<file path="src/rtl/fpu_defs.sv">
// Shared FPU constants and types used by the FPU and the blocks that feed it.
// The flags type orders bits as {OF, UF, Zero, IX, IV, Inf}.
package fpu_defs;

    localparam int C_FPU01_OP    = 32;
    localparam int C_FPU01_RM    = 3;
    localparam int C_FPU01_CMD   = 4;
    localparam int C_FPU01_FLAGS = 6;

    localparam logic [C_FPU01_CMD-1:0] C_FPU01_ADD_CMD = 4'd0;
    localparam logic [C_FPU01_CMD-1:0] C_FPU01_SUB_CMD = 4'd1;
    localparam logic [C_FPU01_CMD-1:0] C_FPU01_MUL_CMD = 4'd2;
    localparam logic [C_FPU01_CMD-1:0] C_FPU01_DIV_CMD = 4'd3;

    typedef struct packed {
        logic OF;
        logic UF;
        logic Zero;
        logic IX;
        logic IV;
        logic Inf;
    } fpu_flags_t;

    // Index width for n requesters; a single requester still needs one bit.
    function automatic int idWidth(input int n);
        return (n > 1) ? $clog2(n) : 1;
    endfunction

endpackage

</file>
<file path="src/rtl/rr_arb_comb.sv">
// Combinational round-robin arbiter: the first requester at or after the
// pointer (wrapping modulo N) wins; gnt is one-hot, id is its index.
module rr_arb_comb
    import fpu_defs::*;
#(
    parameter int N  = 4,
    parameter int IW = idWidth(N)
) (
    input  logic [N-1:0]  Req_SI,
    input  logic [IW-1:0] Prio_SI,
    output logic [N-1:0]  Gnt_SO,
    output logic [IW-1:0] GntId_SO,
    output logic          GntValid_SO
);

    int idxInt;
    logic [IW-1:0] idx;

    // Walk from the farthest offset down so the nearest requester wins last.
    always_comb begin
        Gnt_SO      = '0;
        GntId_SO    = '0;
        GntValid_SO = 1'b0;
        idxInt      = 0;
        idx         = '0;
        for (int off = N - 1; off >= 0; off--) begin
            idxInt = (int'(Prio_SI) + off) % N;
            idx    = IW'(idxInt);
            if (Req_SI[idx]) begin
                Gnt_SO      = '0;
                Gnt_SO[idx] = 1'b1;
                GntId_SO    = idx;
                GntValid_SO = 1'b1;
            end
        end
    end

endmodule

</file>
<file path="src/rtl/fpu_share_arb.sv">
// Shares one pipelined FPU between NUM_REQ requesters: round-robin issue,
// an owner-tag pipeline matching the FPU latency, and head-of-line stall.
module fpu_share_arb
    import fpu_defs::*;
#(
    parameter int NUM_REQ = 4,
    parameter int FPU_LAT = 3
) (
    input  logic                                  Clk_CI,
    input  logic                                  Rst_RBI,
    input  logic [NUM_REQ-1:0]                    Req_SI,
    output logic [NUM_REQ-1:0]                    Gnt_SO,
    input  logic [NUM_REQ-1:0][C_FPU01_OP-1:0]    Operand_a_DI,
    input  logic [NUM_REQ-1:0][C_FPU01_OP-1:0]    Operand_b_DI,
    input  logic [NUM_REQ-1:0][C_FPU01_RM-1:0]    RM_SI,
    input  logic [NUM_REQ-1:0][C_FPU01_CMD-1:0]   OP_SI,
    output logic [NUM_REQ-1:0]                    RValid_SO,
    input  logic [NUM_REQ-1:0]                    RReady_SI,
    output logic [C_FPU01_OP-1:0]                 Result_DO,
    output fpu_flags_t                            Flags_DO,
    output logic [C_FPU01_OP-1:0]                 Fpu_Operand_a_DO,
    output logic [C_FPU01_OP-1:0]                 Fpu_Operand_b_DO,
    output logic [C_FPU01_RM-1:0]                 Fpu_RM_SO,
    output logic [C_FPU01_CMD-1:0]                Fpu_OP_SO,
    output logic                                  Fpu_Enable_SO,
    output logic                                  Fpu_Stall_SO,
    input  logic [C_FPU01_OP-1:0]                 Fpu_Result_DI,
    input  logic [C_FPU01_FLAGS-1:0]              Fpu_Flags_DI
);

    localparam int ID_W = idWidth(NUM_REQ);

    typedef struct packed {
        logic            valid;
        logic [ID_W-1:0] id;
    } tag_t;

    logic [ID_W-1:0]    prio_q, prio_d;
    logic [ID_W-1:0]    arbId;
    logic [NUM_REQ-1:0] arbGnt;
    logic               arbValid;
    logic               issue;
    logic               stall;
    logic               anyValid;
    tag_t [FPU_LAT-1:0] tags_q, tags_d;
    tag_t               head;

    rr_arb_comb #(
        .N  (NUM_REQ),
        .IW (ID_W)
    ) u_arb (
        .Req_SI      (Req_SI),
        .Prio_SI     (prio_q),
        .Gnt_SO      (arbGnt),
        .GntId_SO    (arbId),
        .GntValid_SO (arbValid)
    );

    assign head  = tags_q[FPU_LAT-1];
    assign stall = head.valid & ~RReady_SI[head.id];
    // Reset gates the grant so nothing is accepted while the pipeline is held clear.
    assign issue = Rst_RBI & arbValid & ~stall;

    assign Gnt_SO           = issue ? arbGnt : '0;
    assign Fpu_Operand_a_DO = Operand_a_DI[arbId];
    assign Fpu_Operand_b_DO = Operand_b_DI[arbId];
    assign Fpu_RM_SO        = RM_SI[arbId];
    assign Fpu_OP_SO        = OP_SI[arbId];
    assign Fpu_Stall_SO     = stall;
    assign Fpu_Enable_SO    = issue | anyValid;
    assign Result_DO        = Fpu_Result_DI;
    assign Flags_DO         = fpu_flags_t'(Fpu_Flags_DI);

    always_comb begin
        anyValid = 1'b0;
        for (int i = 0; i < FPU_LAT; i++) begin
            anyValid = anyValid | tags_q[i].valid;
        end
    end

    always_comb begin
        RValid_SO = '0;
        if (head.valid) begin
            RValid_SO[head.id] = 1'b1;
        end
    end

    always_comb begin
        prio_d = prio_q;
        if (issue) begin
            prio_d = (int'(arbId) == NUM_REQ - 1) ? '0 : arbId + ID_W'(1);
        end
    end

    // Tags advance in lockstep with the FPU stages and freeze with them.
    always_comb begin
        tags_d = tags_q;
        if (!stall) begin
            tags_d[0] = {issue, arbId};
            for (int i = 1; i < FPU_LAT; i++) begin
                tags_d[i] = tags_q[i-1];
            end
        end
    end

    always_ff @(posedge Clk_CI or negedge Rst_RBI) begin
        if (!Rst_RBI) begin
            prio_q <= '0;
            tags_q <= '0;
        end else begin
            prio_q <= prio_d;
            tags_q <= tags_d;
        end
    end

endmodule

</file>
<file path="config.mk">
export PLATFORM = sky130hd
export DESIGN_NAME = fpu_share_arb
export DESIGN_NICKNAME = d
export VERILOG_FILES = /design/src/rtl/fpu_defs.sv /design/src/rtl/rr_arb_comb.sv /design/src/rtl/fpu_share_arb.sv
export SDC_FILE = /design/constraint.sdc
export NUM_CORES = 1
export LEC_CHECK = 0
export ABC_AREA = 1
export CAP_MARGIN = 25
export CORE_AREA = 2 2 174 176
export DETAILED_ROUTE_END_ITERATION = 8
export DIE_AREA = 0 0 176 178
export PLACE_DENSITY = 0.41
export SLEW_MARGIN = 10
export SYNTH_ARGS = -nofsm -noshare
export SYNTH_HDL_FRONTEND = slang
export SYNTH_HIERARCHICAL = 1
export SYNTH_SLANG_ARGS = --single-unit
export TNS_END_PERCENT = 5
</file>
<file path="constraint.sdc">
create_clock -name Clk_CI -period 2.7 [get_ports Clk_CI]
set_clock_uncertainty 0.1 [all_clocks]
set_input_delay 0.54 -clock Clk_CI [delete_from_list [all_inputs] [get_ports Clk_CI]]
set_output_delay 0.54 -clock Clk_CI [all_outputs]
set_load 0.02 [all_outputs]
</file>
After elaboration in Yosys (flattened, before gate mapping) --
Cells that the tools add are included.
Operators by class: add/sub/neg operators 4, $lt $le $gt $ge 11, eq/ne operators 1, mux-type cells 43, bitwise gates (word level) 8, reductions and logical operators 5
Operators with widths (number):
- 32-bit binary-select mux with 2-bit select | 2
- 32-bit 2-to-1 mux | 2
- 4-bit 2-to-1 mux | 7
- 2-bit by 3-bit less-than comparator with 1-bit output (second input constant) | 6
- 1-bit 2-to-1 mux | 14
- 1-bit binary-select mux with 2-bit select | 5
- 1-bit demux with 2-bit select | 5
- 2-bit by 1-bit greater-or-equal comparator with 1-bit output (second input constant) | 5
- 2-bit 2-to-1 mux | 5
- 4-bit binary-select mux with 2-bit select | 1
- 3-bit binary-select mux with 2-bit select | 1
- 1-bit logical AND | 5
- 2-bit by 1-bit adder with 2-bit output (second input constant) | 2
- 2-bit adder (second input constant) | 2
- 1-bit bitwise AND | 3
- 3-bit 2-to-1 mux | 1
- 1-bit OR | 3
- 2-bit by 1-bit equality test with 1-bit output (second input constant) | 1
- 1-bit NOT | 2
Storage, ports and cells: bits in registers 11, input bits 332, output and inout bits 119, word-level logic and storage cells 79

Depth between registers and ports, before layout --
depth in word-level cells 10, depth in mapped cells 15, depth with buffers taken out 13

Modules after synthesis --
The synthesis kept the hierarchy.
By module, submodules not included:
- fpu_share_arb | times used 1, cells each 513, area each 2778.9 µm², sequential area each 275.3 µm²
- rr_arb_comb | times used 1, cells each 86, area each 503.0 µm², sequential area each 0.0 µm²

Least setup slack after synthesis --
Ideal clock, no wire load.
path type reg2out, from register prio_q[0], to output Fpu_OP_SO[0], data arrival time 2.532 ns, required time 2.060 ns, setup slack -0.472 ns, stages on the path, launching flop included 15, buffers on the path 3, cell sequence dfrtp_1 > inv_2 > ha_1 > inv_1 > nand3_2 > nand2_4 > inv_6 > a21oi_4 > nand2_1 > o21ai_1 > buf_4 > buf_2 > buf_2 > nor2_1 > o22ai_1
On the way: cells in the longest elaborated chain, start to end 9, elaborated cells between the ends (all ways) 17, those cells by class 3 x add/sub; 14 x mux
RTL lines:
- from (decl) | RTL line fpu_share_arb.sv:38 | logic [ID_W-1:0] prio_q, prio_d;
- from (signal assigned) | RTL line fpu_share_arb.sv:111 | prio_q <= prio_d;
- 2-bit adder | RTL line rr_arb_comb.sv:27 | idxInt = (int'(Prio_SI) + off) % N;
- 1-bit binary-select mux with 2-bit select | RTL line rr_arb_comb.sv:29 | if (Req_SI[idx]) begin
- 1-bit 2-to-1 mux (not written as such) | RTL line rr_arb_comb.sv:29
- 2-bit 2-to-1 mux (3 in series) | RTL line rr_arb_comb.sv:29
- 2-bit 2-to-1 mux (*) | RTL line rr_arb_comb.sv:29
- net arbId[0] | RTL line fpu_share_arb.sv:39 | logic [ID_W-1:0] arbId;
- 4-bit binary-select mux with 2-bit select (*) | RTL line fpu_share_arb.sv:68 | assign Fpu_OP_SO = OP_SI[arbId];
- 4-bit 2-to-1 mux (not written as such) (*) | RTL line fpu_share_arb.sv:68
- to (decl) | RTL line fpu_share_arb.sv:24 | output logic [C_FPU01_CMD-1:0] Fpu_OP_SO,
The timed path passes the listed nets; every way through them passes the cells marked *. The select of a mux whose other input is x is not followed.

Worst setup path after layout --
from register prio_q[0], to output Fpu_Operand_a_DO[5]
On the way: cells in the longest elaborated chain, start to end 9, elaborated cells between the ends (all ways) 17, those cells by class 3 x add/sub; 14 x mux
RTL lines:
- 2-bit adder | RTL line rr_arb_comb.sv:27
- 1-bit binary-select mux with 2-bit select | RTL line rr_arb_comb.sv:29
- 1-bit 2-to-1 mux (not written as such) | RTL line rr_arb_comb.sv:29
- 2-bit 2-to-1 mux (3 in series) | RTL line rr_arb_comb.sv:29
- 2-bit 2-to-1 mux (*) | RTL line rr_arb_comb.sv:29
- net arbId[0] | RTL line fpu_share_arb.sv:39
- 32-bit binary-select mux with 2-bit select (*) | RTL line fpu_share_arb.sv:65 | assign Fpu_Operand_a_DO = Operand_a_DI[arbId];
- 32-bit 2-to-1 mux (not written as such) (*) | RTL line fpu_share_arb.sv:65
- to (decl) | RTL line fpu_share_arb.sv:21 | output logic [C_FPU01_OP-1:0] Fpu_Operand_a_DO,
Marked as above.

==> results.cfg <==
[global_route]
grt_pass1_wl_mm = 32.4
grt_usage = 0.133
grt.overflow.total = 0
antenna_found_initial = 2
grt_max_degree = 27
first_global_vias = 5680

[layout]
post-route-util = 0.287
layout.nets = 1340
final_area_um2 = 8430
drive_gt1_frac = 0.283
area_growth_pct = 157

[routing]
drt_iter0_drc = 239
drc = 0
avgViaCountPerCell = 4.06
wl_per_cell_um = 16.7
via_count = 5637
wl_mm = 23.2
ant_nets = 0
drt_pass1_iterations = 4

[power]
cellInternalPower_mw = 7.89
cellPowerDensity_nw_per_um2 = 1980
p_seq_frac = 0.019
p_sw_mw = 8.81
power.leakage_nw = 3.46
power.total_mw = 16.7
power_frac_comb = 0.965
p_sw_frac = 0.527
p_clk_frac = 0.016
vdd.ir_drop.worst_v = 0.000745

[clock_network]
cts_buffer_depth = 2
cts_num_sinks = 11
cts-htree-levels = 1
cts_made_buffers = 3
clockRootBuffer = clkbuf_16
hold_buffers = 0
clk_latency_ns = 0.24
cts_tree = yes
clk_pin_slew_ns = 0.04

[logic_synthesis]
yosys_warnings = 6
synth_edf_count = 0
synthArstFlopShare = 1.00
netlist_top_cells_area = o21ai_0, nor2_1, o22ai_1
synth_fp_nets = 940
synth_seq_cells = 11
yosys.area.top_type = o21ai_0
ys_types = 27
synth-main-ff-cell = dfrtp_1
synth_area_um2 = 3280
postSynthCellCount = 599
syn_avg_cell_area_um2 = 5.48
netlist.area_leader.share = 0.213
ys_seq_area_frac = 0.0839

[flow_run]
cap_violations = 0

[place]
dp_hpwl_mm = 18.3
portBuffers = 374
dpl_cell_area_um2 = 7750
gp_congestion = 0.804
place_ws_ns = -1.26

[die]
fp.dieW_um = 176
die_area_um2 = 31300
start_util = 0.112
ios = 451
fp.coreArea_um2 = 29400
num_rows = 63
die_h_um = 178

[setup_path]
slowest_delay_ns = 0.43
start_kind = flip-flop
cp-end-kind = output pin
worstSetupPathType = reg -> out
crit_fanout = 7
slowest_stage = dfrtp_2
arrival_ns = 2.52
crit_chain = inv_4, ha_4, inv_4, nand3_4, nand2_4, inv_6, a21oi_4, nand2_2, o21ai_4, buf_12, buf_6, clkbuf_16, clkbuf_16, o21ai_4, o22ai_1, buf_4
crit_required_ns = 2.06

[status]
failed_checks = negative setup slack
status = finished, violations left

[sta]
max_freq_mhz = 317
report.final.slew_viol_count = 0
max_slew_margin = 0.744
period_needed_ns = 3.16
fin_crit_sh = 1.17
rsz0062_at_grt = true
worst_slack_ns = -0.457
setup_viol = 76
hold_viol = 0
worst_pin_slew_ns = 0.379

[hold_path]
hp-class = reg -> reg
[registers in the layout, summed over array words and instances (netlist names)]
signal / flops
head: 3
tags_q: 6
prio_q: 2
[power by group through the flow]
stage	sequential (mW)	clock (mW)	combinational, mW
6_report	0.313	0.272	16.1
5_1_grt	0.325	0.286	17.3
4_1_cts	0.314	0.280	15.2
3_5_place_dp	0.316	0	14.1
3_3_place_gp	0.314	0	14.2
2_1_floorplan	0.328	0	7.25
[final timing paths]
| kind | startpoint | endpoint | slack, ns | cells past startpoint |
|---|---|---|---|---|
| min in group asynchronous | Rst_RBI | head[2]$_DFFE_PN0N_ | 0.57 | 2 |
| hold reg to reg | tags_q[1]$_DFFE_PN0N_ | tags_q[4]$_DFFE_PN0N_ | 0.37 | 2 |
| setup reg to reg | prio_q[0]$_DFFE_PN0P_ | prio_q[0]$_DFFE_PN0P_ | 0.18 | 17 |
| hold / removal | tags_q[1]$_DFFE_PN0N_ | tags_q[4]$_DFFE_PN0N_ | 0.37 | 2 |
| setup / recovery | prio_q[0]$_DFFE_PN0P_ | Fpu_Operand_a_DO[5] | -0.46 | 16 |
| max in group asynchronous | Rst_RBI | prio_q[1]$_DFFE_PN0P_ | 1.76 | 2 |
[metal layers]
metal	global-route usage	up-vias	routed length [um]
li1	-	2823	-
met1	0.152	2537	9050
met2	0.248	254	12200
met3	0.0292	23	1530
met4	0.0327	0	483
met5	0	-	0
[logic make-up after synthesis]
kind of cell             Yosys count  synth area share
adder cells (fa/ha/maj)            9            0.0343
AND/OR/NAND/NOR                  243             0.314
AO/OA/AOI/OAI                    224             0.376
buffers and inverters            112             0.192
flip-flops                        11            0.0839
[placed cells by master (no fill, tap or decap), drive strengths merged]
cell type	instances
clkdlybuf4s50	293
buf	176
nor2	158
o21ai	147
o22ai	71
nand2	59
inv	27
nand3	18
dfrtp	11
clkbuf	10
ha	9
a21oi	6
nor3	5
dlygate4sd2	5
diode	2
or2	2
nand4	1
[final cells by class]
| class | instances | area [um^2] |
|---|---|---|
| Sequential cell | 11 | 278 |
| Timing Repair Buffer | 480 | 4790 |
| Antenna cell | 2 | 5.00 |
| Clock buffer | 4 | 78.8 |
| Fill cell | 3220 | 21000 |
| Multi-Input combinational cell | 476 | 2660 |
| Inverter | 27 | 126 |
| Tap cell | 390 | 488 |
[synth_stat cells, types with 3 or more instances]
master / n
inv_1: 19
nor2_1: 157
o22ai_1: 71
buf_4: 46
nand2_4: 3
a21oi_1: 5
nand3_2: 6
inv_2: 5
dfrtp_1: 11
ha_1: 9
o21ai_0: 140
nand2_2: 6
nand3_1: 11
buf_2: 10
nand2_1: 50
o21ai_2: 3
nor3_1: 5
clkbuf_1: 27
o21ai_1: 4
[what timing repair did]
action	in CTS	in global routing
gates cloned	5	6
setup endpoints to repair	77	76
resized for setup	436	90
pin swaps	27	46
setup buffers	13	10
[stage by stage]
stage                     setup TNS (ns)  hold slack, ns  cells
after detailed placement          -79.45           0.367   1354
after global routing              -36.93           0.399   1390
final                             -27.14           0.371   1390
after CTS                         -29.24           0.378   1376
after floorplan                   -13.37           0.144    599
after global placement            -80.75           0.355   1354
[critical path: cells and delay by family, from the launching register on]
family | cells | cell delay, ns
compound gates | 4 | 0.47
simple gates | 3 | 0.24
buf+inv | 8 | 0.89
flops | 1 | 0.43
fa+ha+maj | 1 | 0.22
No activity file was read; power rests on OpenSTA's default activity.
